$ cat config.mk
export PLATFORM = sky130hd
export DESIGN_NAME = mips_alu_md
export DESIGN_NICKNAME = d
export VERILOG_FILES = /design/src/rtl/mips_alu_md.sv
export SDC_FILE = /design/constraint.sdc
export NUM_CORES = 2
export LEC_CHECK = 0
export ABC_AREA = 0
export CELL_PAD_IN_SITES_DETAIL_PLACEMENT = 0
export CELL_PAD_IN_SITES_GLOBAL_PLACEMENT = 1
export CORE_ASPECT_RATIO = 1.5
export CORE_MARGIN = 2
export CORE_UTILIZATION = 30
export DETAILED_ROUTE_END_ITERATION = 16
export PLACE_DENSITY = 0.58
export SYNTH_ARGS = -nofsm -noshare
export SYNTH_HDL_FRONTEND = slang
export SYNTH_SLANG_ARGS = --single-unit
$ cat constraint.sdc
create_clock -name clk -period 10.7 [get_ports clk]
set_input_delay 1.605 -clock clk [delete_from_list [all_inputs] [get_ports clk]]
set_output_delay 1.605 -clock clk [all_outputs]
set_load 0.01 [all_outputs]
$ cat src/rtl/mips_alu_md.sv
// MIPS-I integer execute unit: zero-latency ALU plus an iterative multiply/divide unit owning HI/LO.
// Optional macro ALU_MUL_FAST_EN: single-cycle combinational multiply; divide stays iterative.
module mips_alu_md #(
    parameter int WIDTH = 32,
    parameter int SHW   = 5
) (
    input  logic             clk,
    input  logic             rst_n,
    input  logic             valid_in,
    input  logic [5:0]       opcode,
    input  logic [5:0]       func_code,
    input  logic [SHW-1:0]   shamt,
    input  logic [WIDTH-1:0] op1,
    input  logic [WIDTH-1:0] op2,
    output logic [WIDTH-1:0] alu_out,
    output logic             zero,
    output logic             ovf,
    output logic             stall,
    output logic             busy,
    output logic [WIDTH-1:0] hi,
    output logic [WIDTH-1:0] lo
);

    localparam logic [5:0] OP_RTYPE = 6'h00, OP_ADDI = 6'h08, OP_ADDIU = 6'h09, OP_SLTI = 6'h0A;
    localparam logic [5:0] OP_SLTIU = 6'h0B, OP_ANDI = 6'h0C, OP_ORI = 6'h0D, OP_XORI = 6'h0E;
    localparam logic [5:0] OP_LUI = 6'h0F;

    localparam logic [5:0] F_SLL = 6'h00, F_SRL = 6'h02, F_SRA = 6'h03, F_SLLV = 6'h04;
    localparam logic [5:0] F_SRLV = 6'h06, F_SRAV = 6'h07, F_MFHI = 6'h10, F_MTHI = 6'h11;
    localparam logic [5:0] F_MFLO = 6'h12, F_MTLO = 6'h13, F_MULT = 6'h18, F_MULTU = 6'h19;
    localparam logic [5:0] F_DIV = 6'h1A, F_DIVU = 6'h1B, F_ADD = 6'h20, F_ADDU = 6'h21;
    localparam logic [5:0] F_SUB = 6'h22, F_SUBU = 6'h23, F_AND = 6'h24, F_OR = 6'h25;
    localparam logic [5:0] F_XOR = 6'h26, F_NOR = 6'h27, F_SLT = 6'h2A, F_SLTU = 6'h2B;

    localparam logic [SHW:0] CNT_LAST = (SHW+1)'(WIDTH - 1);

    typedef enum logic [1:0] {S_IDLE, S_MUL, S_DIV} state_t;

    state_t               state_reg;
    logic [SHW:0]         cnt_reg;
    logic [2*WIDTH-1:0]   acc_reg;
    logic [WIDTH-1:0]     mag_reg;
    logic                 neg_q_reg;
    logic                 neg_r_reg;
    logic                 dbz_reg;
    logic [WIDTH-1:0]     dividend_reg;
    logic [WIDTH-1:0]     hi_reg;
    logic [WIDTH-1:0]     lo_reg;

    // Decode of the HI/LO-owning instructions
    logic is_r, op_mult, op_div, op_mf, op_mthi, op_mtlo, md_op, signed_md;
    assign is_r      = (opcode == OP_RTYPE);
    assign op_mult   = is_r && (func_code == F_MULT || func_code == F_MULTU);
    assign op_div    = is_r && (func_code == F_DIV  || func_code == F_DIVU);
    assign op_mf     = is_r && (func_code == F_MFHI || func_code == F_MFLO);
    assign op_mthi   = is_r && (func_code == F_MTHI);
    assign op_mtlo   = is_r && (func_code == F_MTLO);
    assign md_op     = op_mult || op_div || op_mf || op_mthi || op_mtlo;
    assign signed_md = (func_code == F_MULT) || (func_code == F_DIV);

    assign busy  = (state_reg != S_IDLE);
    assign stall = valid_in && md_op && busy;
    assign hi    = hi_reg;
    assign lo    = lo_reg;

    // Operand magnitudes and sign flags captured at issue
    logic             neg_a, neg_b;
    logic [WIDTH-1:0] mag_a, mag_b;
    assign neg_a = signed_md && op1[WIDTH-1];
    assign neg_b = signed_md && op2[WIDTH-1];
    assign mag_a = neg_a ? -op1 : op1;
    assign mag_b = neg_b ? -op2 : op2;

    // Combinational ALU
    logic [WIDTH-1:0] sum, diff;
    logic             lt_s, lt_u;
    assign sum  = op1 + op2;
    assign diff = op1 - op2;
    assign lt_s = ($signed(op1) < $signed(op2));
    assign lt_u = (op1 < op2);

    always_comb begin
        alu_out = '0;
        ovf     = 1'b0;
        if (is_r) begin
            case (func_code)
                F_ADD: begin
                    alu_out = sum;
                    ovf     = (op1[WIDTH-1] == op2[WIDTH-1]) && (sum[WIDTH-1] != op1[WIDTH-1]);
                end
                F_ADDU: alu_out = sum;
                F_SUB: begin
                    alu_out = diff;
                    ovf     = (op1[WIDTH-1] != op2[WIDTH-1]) && (diff[WIDTH-1] != op1[WIDTH-1]);
                end
                F_SUBU: alu_out = diff;
                F_AND:  alu_out = op1 & op2;
                F_OR:   alu_out = op1 | op2;
                F_XOR:  alu_out = op1 ^ op2;
                F_NOR:  alu_out = ~(op1 | op2);
                F_SLT:  alu_out = {{(WIDTH-1){1'b0}}, lt_s};
                F_SLTU: alu_out = {{(WIDTH-1){1'b0}}, lt_u};
                F_SLL:  alu_out = op2 << shamt;
                F_SRL:  alu_out = op2 >> shamt;
                F_SRA:  alu_out = $signed(op2) >>> shamt;
                F_SLLV: alu_out = op2 << op1[SHW-1:0];
                F_SRLV: alu_out = op2 >> op1[SHW-1:0];
                F_SRAV: alu_out = $signed(op2) >>> op1[SHW-1:0];
                F_MFHI: alu_out = busy ? '0 : hi_reg;
                F_MFLO: alu_out = busy ? '0 : lo_reg;
                default: alu_out = '0;
            endcase
        end else begin
            case (opcode)
                OP_ADDI: begin
                    alu_out = sum;
                    ovf     = (op1[WIDTH-1] == op2[WIDTH-1]) && (sum[WIDTH-1] != op1[WIDTH-1]);
                end
                OP_ADDIU: alu_out = sum;
                OP_SLTI:  alu_out = {{(WIDTH-1){1'b0}}, lt_s};
                OP_SLTIU: alu_out = {{(WIDTH-1){1'b0}}, lt_u};
                OP_ANDI:  alu_out = op1 & op2;
                OP_ORI:   alu_out = op1 | op2;
                OP_XORI:  alu_out = op1 ^ op2;
                OP_LUI:   alu_out = op2 << (WIDTH/2);
                default:  alu_out = '0;
            endcase
        end
    end

    assign zero = (alu_out == '0);

`ifdef ALU_MUL_FAST_EN
    logic [2*WIDTH-1:0] ext1, ext2, fast_product;
    assign ext1         = {{WIDTH{neg_a}}, op1};
    assign ext2         = {{WIDTH{neg_b}}, op2};
    assign fast_product = ext1 * ext2;
`else
    // Shift-add step: add multiplicand into the upper half when the multiplier LSB is set
    logic [WIDTH:0]       mul_sum;
    logic [2*WIDTH-1:0]   mul_acc_next, mul_result;
    assign mul_sum      = {1'b0, acc_reg[2*WIDTH-1:WIDTH]} + (acc_reg[0] ? {1'b0, mag_reg} : '0);
    assign mul_acc_next = {mul_sum, acc_reg[WIDTH-1:1]};
    assign mul_result   = neg_q_reg ? -mul_acc_next : mul_acc_next;
`endif

    // Restoring-divide step: remainder in the upper half, dividend/quotient in the lower half
    logic [WIDTH:0]       div_shift;
    logic [WIDTH+1:0]     div_diff;
    logic                 div_ok;
    logic [WIDTH-1:0]     div_rem_next, quo_final, rem_final;
    logic [2*WIDTH-1:0]   div_acc_next;
    assign div_shift    = {acc_reg[2*WIDTH-1:WIDTH], acc_reg[WIDTH-1]};
    assign div_diff     = {1'b0, div_shift} - {2'b00, mag_reg};
    assign div_ok       = !div_diff[WIDTH+1];
    assign div_rem_next = div_ok ? div_diff[WIDTH-1:0] : div_shift[WIDTH-1:0];
    assign div_acc_next = {div_rem_next, acc_reg[WIDTH-2:0], div_ok};
    assign quo_final    = neg_q_reg ? -div_acc_next[WIDTH-1:0] : div_acc_next[WIDTH-1:0];
    assign rem_final    = neg_r_reg ? -div_acc_next[2*WIDTH-1:WIDTH] : div_acc_next[2*WIDTH-1:WIDTH];

    always_ff @(posedge clk or negedge rst_n) begin
        if (!rst_n) begin
            state_reg    <= S_IDLE;
            cnt_reg      <= '0;
            acc_reg      <= '0;
            mag_reg      <= '0;
            neg_q_reg    <= 1'b0;
            neg_r_reg    <= 1'b0;
            dbz_reg      <= 1'b0;
            dividend_reg <= '0;
            hi_reg       <= '0;
            lo_reg       <= '0;
        end else begin
            case (state_reg)
                S_IDLE: begin
                    if (valid_in) begin
                        if (op_mthi) hi_reg <= op1;
                        if (op_mtlo) lo_reg <= op1;
                        if (op_mult) begin
                            state_reg <= S_MUL;
                            cnt_reg   <= '0;
                            neg_q_reg <= neg_a ^ neg_b;
`ifdef ALU_MUL_FAST_EN
                            acc_reg   <= fast_product;
`else
                            acc_reg   <= {{WIDTH{1'b0}}, mag_b};
                            mag_reg   <= mag_a;
`endif
                        end
                        if (op_div) begin
                            state_reg    <= S_DIV;
                            cnt_reg      <= '0;
                            acc_reg      <= {{WIDTH{1'b0}}, mag_a};
                            mag_reg      <= mag_b;
                            neg_q_reg    <= neg_a ^ neg_b;
                            neg_r_reg    <= neg_a;
                            dbz_reg      <= (op2 == '0);
                            dividend_reg <= op1;
                        end
                    end
                end
                S_MUL: begin
`ifdef ALU_MUL_FAST_EN
                    hi_reg    <= acc_reg[2*WIDTH-1:WIDTH];
                    lo_reg    <= acc_reg[WIDTH-1:0];
                    state_reg <= S_IDLE;
`else
                    acc_reg <= mul_acc_next;
                    if (cnt_reg == CNT_LAST) begin
                        hi_reg    <= mul_result[2*WIDTH-1:WIDTH];
                        lo_reg    <= mul_result[WIDTH-1:0];
                        state_reg <= S_IDLE;
                    end else begin
                        cnt_reg <= cnt_reg + (SHW+1)'(1);
                    end
`endif
                end
                S_DIV: begin
                    acc_reg <= div_acc_next;
                    if (cnt_reg == CNT_LAST) begin
                        // Divide by zero reports the raw dividend rather than the iteration result
                        hi_reg    <= dbz_reg ? dividend_reg : rem_final;
                        lo_reg    <= dbz_reg ? '1 : quo_final;
                        state_reg <= S_IDLE;
                    end else begin
                        cnt_reg <= cnt_reg + (SHW+1)'(1);
                    end
                end
                default: state_reg <= S_IDLE;
            endcase
        end
    end

endmodule

==> flow_summary.ini <==
[worst_setup_path]
r2r_start = acc_reg[49]$_DFFE_PN0P_
r2r-end = hi[28]$_DFFE_PN0P_
r2r_slack_ns = 4.01
critPathArrivalTime_ns = 8.57
crit_required_ns = 9.10
worstPathMaxFanout = 14
worstSetupPathType = in -> out
end_kind = output pin
reg2reg_depth = 18
critPathLaunchType = input pin

[layout]
drive_above_1_share_pct = 8.642
area_growth_syn_to_layout_pct = 15.13
layout_common_cells = nand2_1 (580), nor2_1 (497), o21ai_0 (438)
layout_commonest_cell = nand2_1
num-nets-final = 5301
n_fill_cell = 12400
post-route-util_pct = 34.83
register_area_mm2 = 0.005082
largest_reg_flops = 64
fin_cells = 6506
multiInputGateArea_mm2 = 0.02658

[place]
routabilityCongestion = 1.123
dp_slack_ns = 0.7648
dp_hpwl_um = 218800
dp_cells = 6457
io_buffers = 183

[synthesis]
ys_ff_latch = 203
ys.warnings.count = 0
syn_avg_cell_area_um2 = 6.801
synthArstFlopShare_pct = 100.0
synth.distinct_cells = 104
yosysSeqAreaShare_pct = 15.06
synthesis.area_mm2 = 0.03373
syn-num-nets = 5226
synth_edf_count = 0
syn_inst = 4959
synthFlopType = dfrtp_1

[routing]
drtPass1Iterations = 6
vias = 44190
drtIter0Drc = 4862
avgRoutedWirePerCell_um = 41.84
routed_wl_um = 272200
postRouteAntennaNets = 0
drc = 0
routed_via_density = 6.793

[min_path]
hold_start = mag_reg[3]$_DFFE_PN0P_
min_to = mag_reg[3]$_DFFE_PN0P_
whs_path_depth = 2
min_path_type = reg -> reg

[floorplanning]
die-area_mm2 = 0.1152
core_mm2 = 0.1115
io_pins = 184
die_w_um = 277.8
rows = 150
initial_utilization_pct = 30.25
chipHeight_um = 414.7

[global_route]
grt_pass1_vias = 42410
grt_most_used_layer = met2
use_met3_pct = 9.477
grt_overflow = 0
grt_util_met1_pct = 47.24
grt_max_degree = 110
grtUsageMet2_pct = 75.53
track_usage_pct = 45.40
antenna_found_initial = 32
grt_pass1_wl_um = 364600

[sta]
setup_slack_ns = 0.5247
finalSetupTns_ns = 0
fin_skew_ns = 0.01627
min_period_ns = 10.18
fin_crit_sh_pct = 95.10
rsz0062_at_grt = no
tightest_slew_ns = 1.481
timing.slew.headroom_pct = 1.256
hold_viol = 0
drv_slew = 0
finalSetupViolations = 0
holdWs_ns = 0.4834
clock.fmax_mhz = 98.28

[clock_tree]
cts_resized = 0
cts_setup_buffers = 0
cts_tree = built
ctsRootBufferMaster = clkbuf_16
hold_buffers = 0
htreeDepth = 1
path_clk_slew_ns = 0.07
clock_latency_ns = 0.55
cts_buffers = 19
cts_sinks = 203
clock_path_buffers = 3

[outcome]
outcome = completed

[power]
ir_worst_vdd_mv = 0.08700
p_leak_nw = 15.31
power_density_mw_per_mm2 = 81.20

[run]
max_cap_viol_count = 0
## synth_stat cells, types with 82 or more instances
| cell | count | share of area, % |
|---|---|---|
| nand3_1 | 120 | 1.8 |
| a221oi_1 | 101 | 2.6 |
| a21oi_1 | 386 | 5.7 |
| nand2b_1 | 90 | 1.7 |
| dfrtp_1 | 203 | 15 |
| o31ai_1 | 82 | 1.8 |
| nor3_1 | 98 | 1.5 |
| clkbuf_1 | 368 | 4.1 |
| xnor2_1 | 211 | 5.5 |
| inv_1 | 154 | 1.7 |
| nor2_1 | 501 | 5.6 |
| a22oi_1 | 93 | 2.1 |
| nand2_1 | 582 | 6.5 |
| a211oi_1 | 137 | 3.0 |
| o21ai_0 | 439 | 6.5 |
| ha_1 | 179 | 6.6 |
## cell type report
class,instances,share of cell area [%]
multi-input cells,4168,68.45
clock inverters,4,0.2449
repair buffers,479,10.43
flip-flops and latches,203,13.09
inverters,163,1.576
diodes,17,0.1096
clock buffers,28,1.440
well taps,1444,4.653
## power by group
group	leakage, nW	switching, mW	internal, mW	total (mW)
registers	2.80	0.0697	0.799	0.869
clock network	0.321	0.355	0.435	0.790
logic	12.2	1.06	0.439	1.49
total	15.3	1.48	1.67	3.15
## per-layer routing
| layer | part of all wire (%) | wire length [um] |
|---|---|---|
| met4 | 12 | 31730 |
| met1 | 34 | 93620 |
| met5 | 0.032 | 86 |
| met3 | 7.4 | 20190 |
| met2 | 47 | 126600 |
## through the flow
| stage | area [um2] | power (mW) |
|---|---|---|
| after floorplan | 33730 | 1.533 |
| after global placement | 38120 | 2.311 |
| after detailed placement | 38130 | 2.302 |
| after CTS | 38780 | 3.091 |
| after global routing | 38800 | 3.205 |
| final | 38830 | 3.153 |
## logic make-up after synthesis
kind of cell	share of synthesized area (%)
xor gates and xnor gates	6.852
AOI/OAI and AO/OA	39.04
muxes	2.300
DFF	15.06
adders and majority gates	6.878
and+or+nand+nor	23.24
buffers and inverters	6.636
## worst max-delay path by stage
stage / startpoint / endpoint / slack, ns / cells past startpoint
finish: func_code[3] / zero / 0.52 / 17
global route: func_code[3] / zero / 0.52 / 19
CTS: func_code[3] / zero / 0.75 / 19
detailed placement: func_code[3] / zero / 0.76 / 19
global placement: func_code[3] / zero / 0.61 / 17
floorplan: op1[2] / zero / 3.58 / 16
## worst max-delay path: stages
cell and delay, ns:
clkdlybuf4s50_1 0.71, or4b_4 0.87, o21ai_1 0.54, nand2_1 0.37, o32ai_1 0.61, o211ai_1 0.25, a2111oi_0 0.91, buf_4 0.23
and3_1 0.31, a31oi_1 0.10, buf_4 0.21, nor3_1 0.39, and4_1 0.32, and4_1 0.20, nand2_1 0.11, nor4_2 0.20
clkdlybuf4s50_1 0.59
Power figures use the tool's default switching activity.
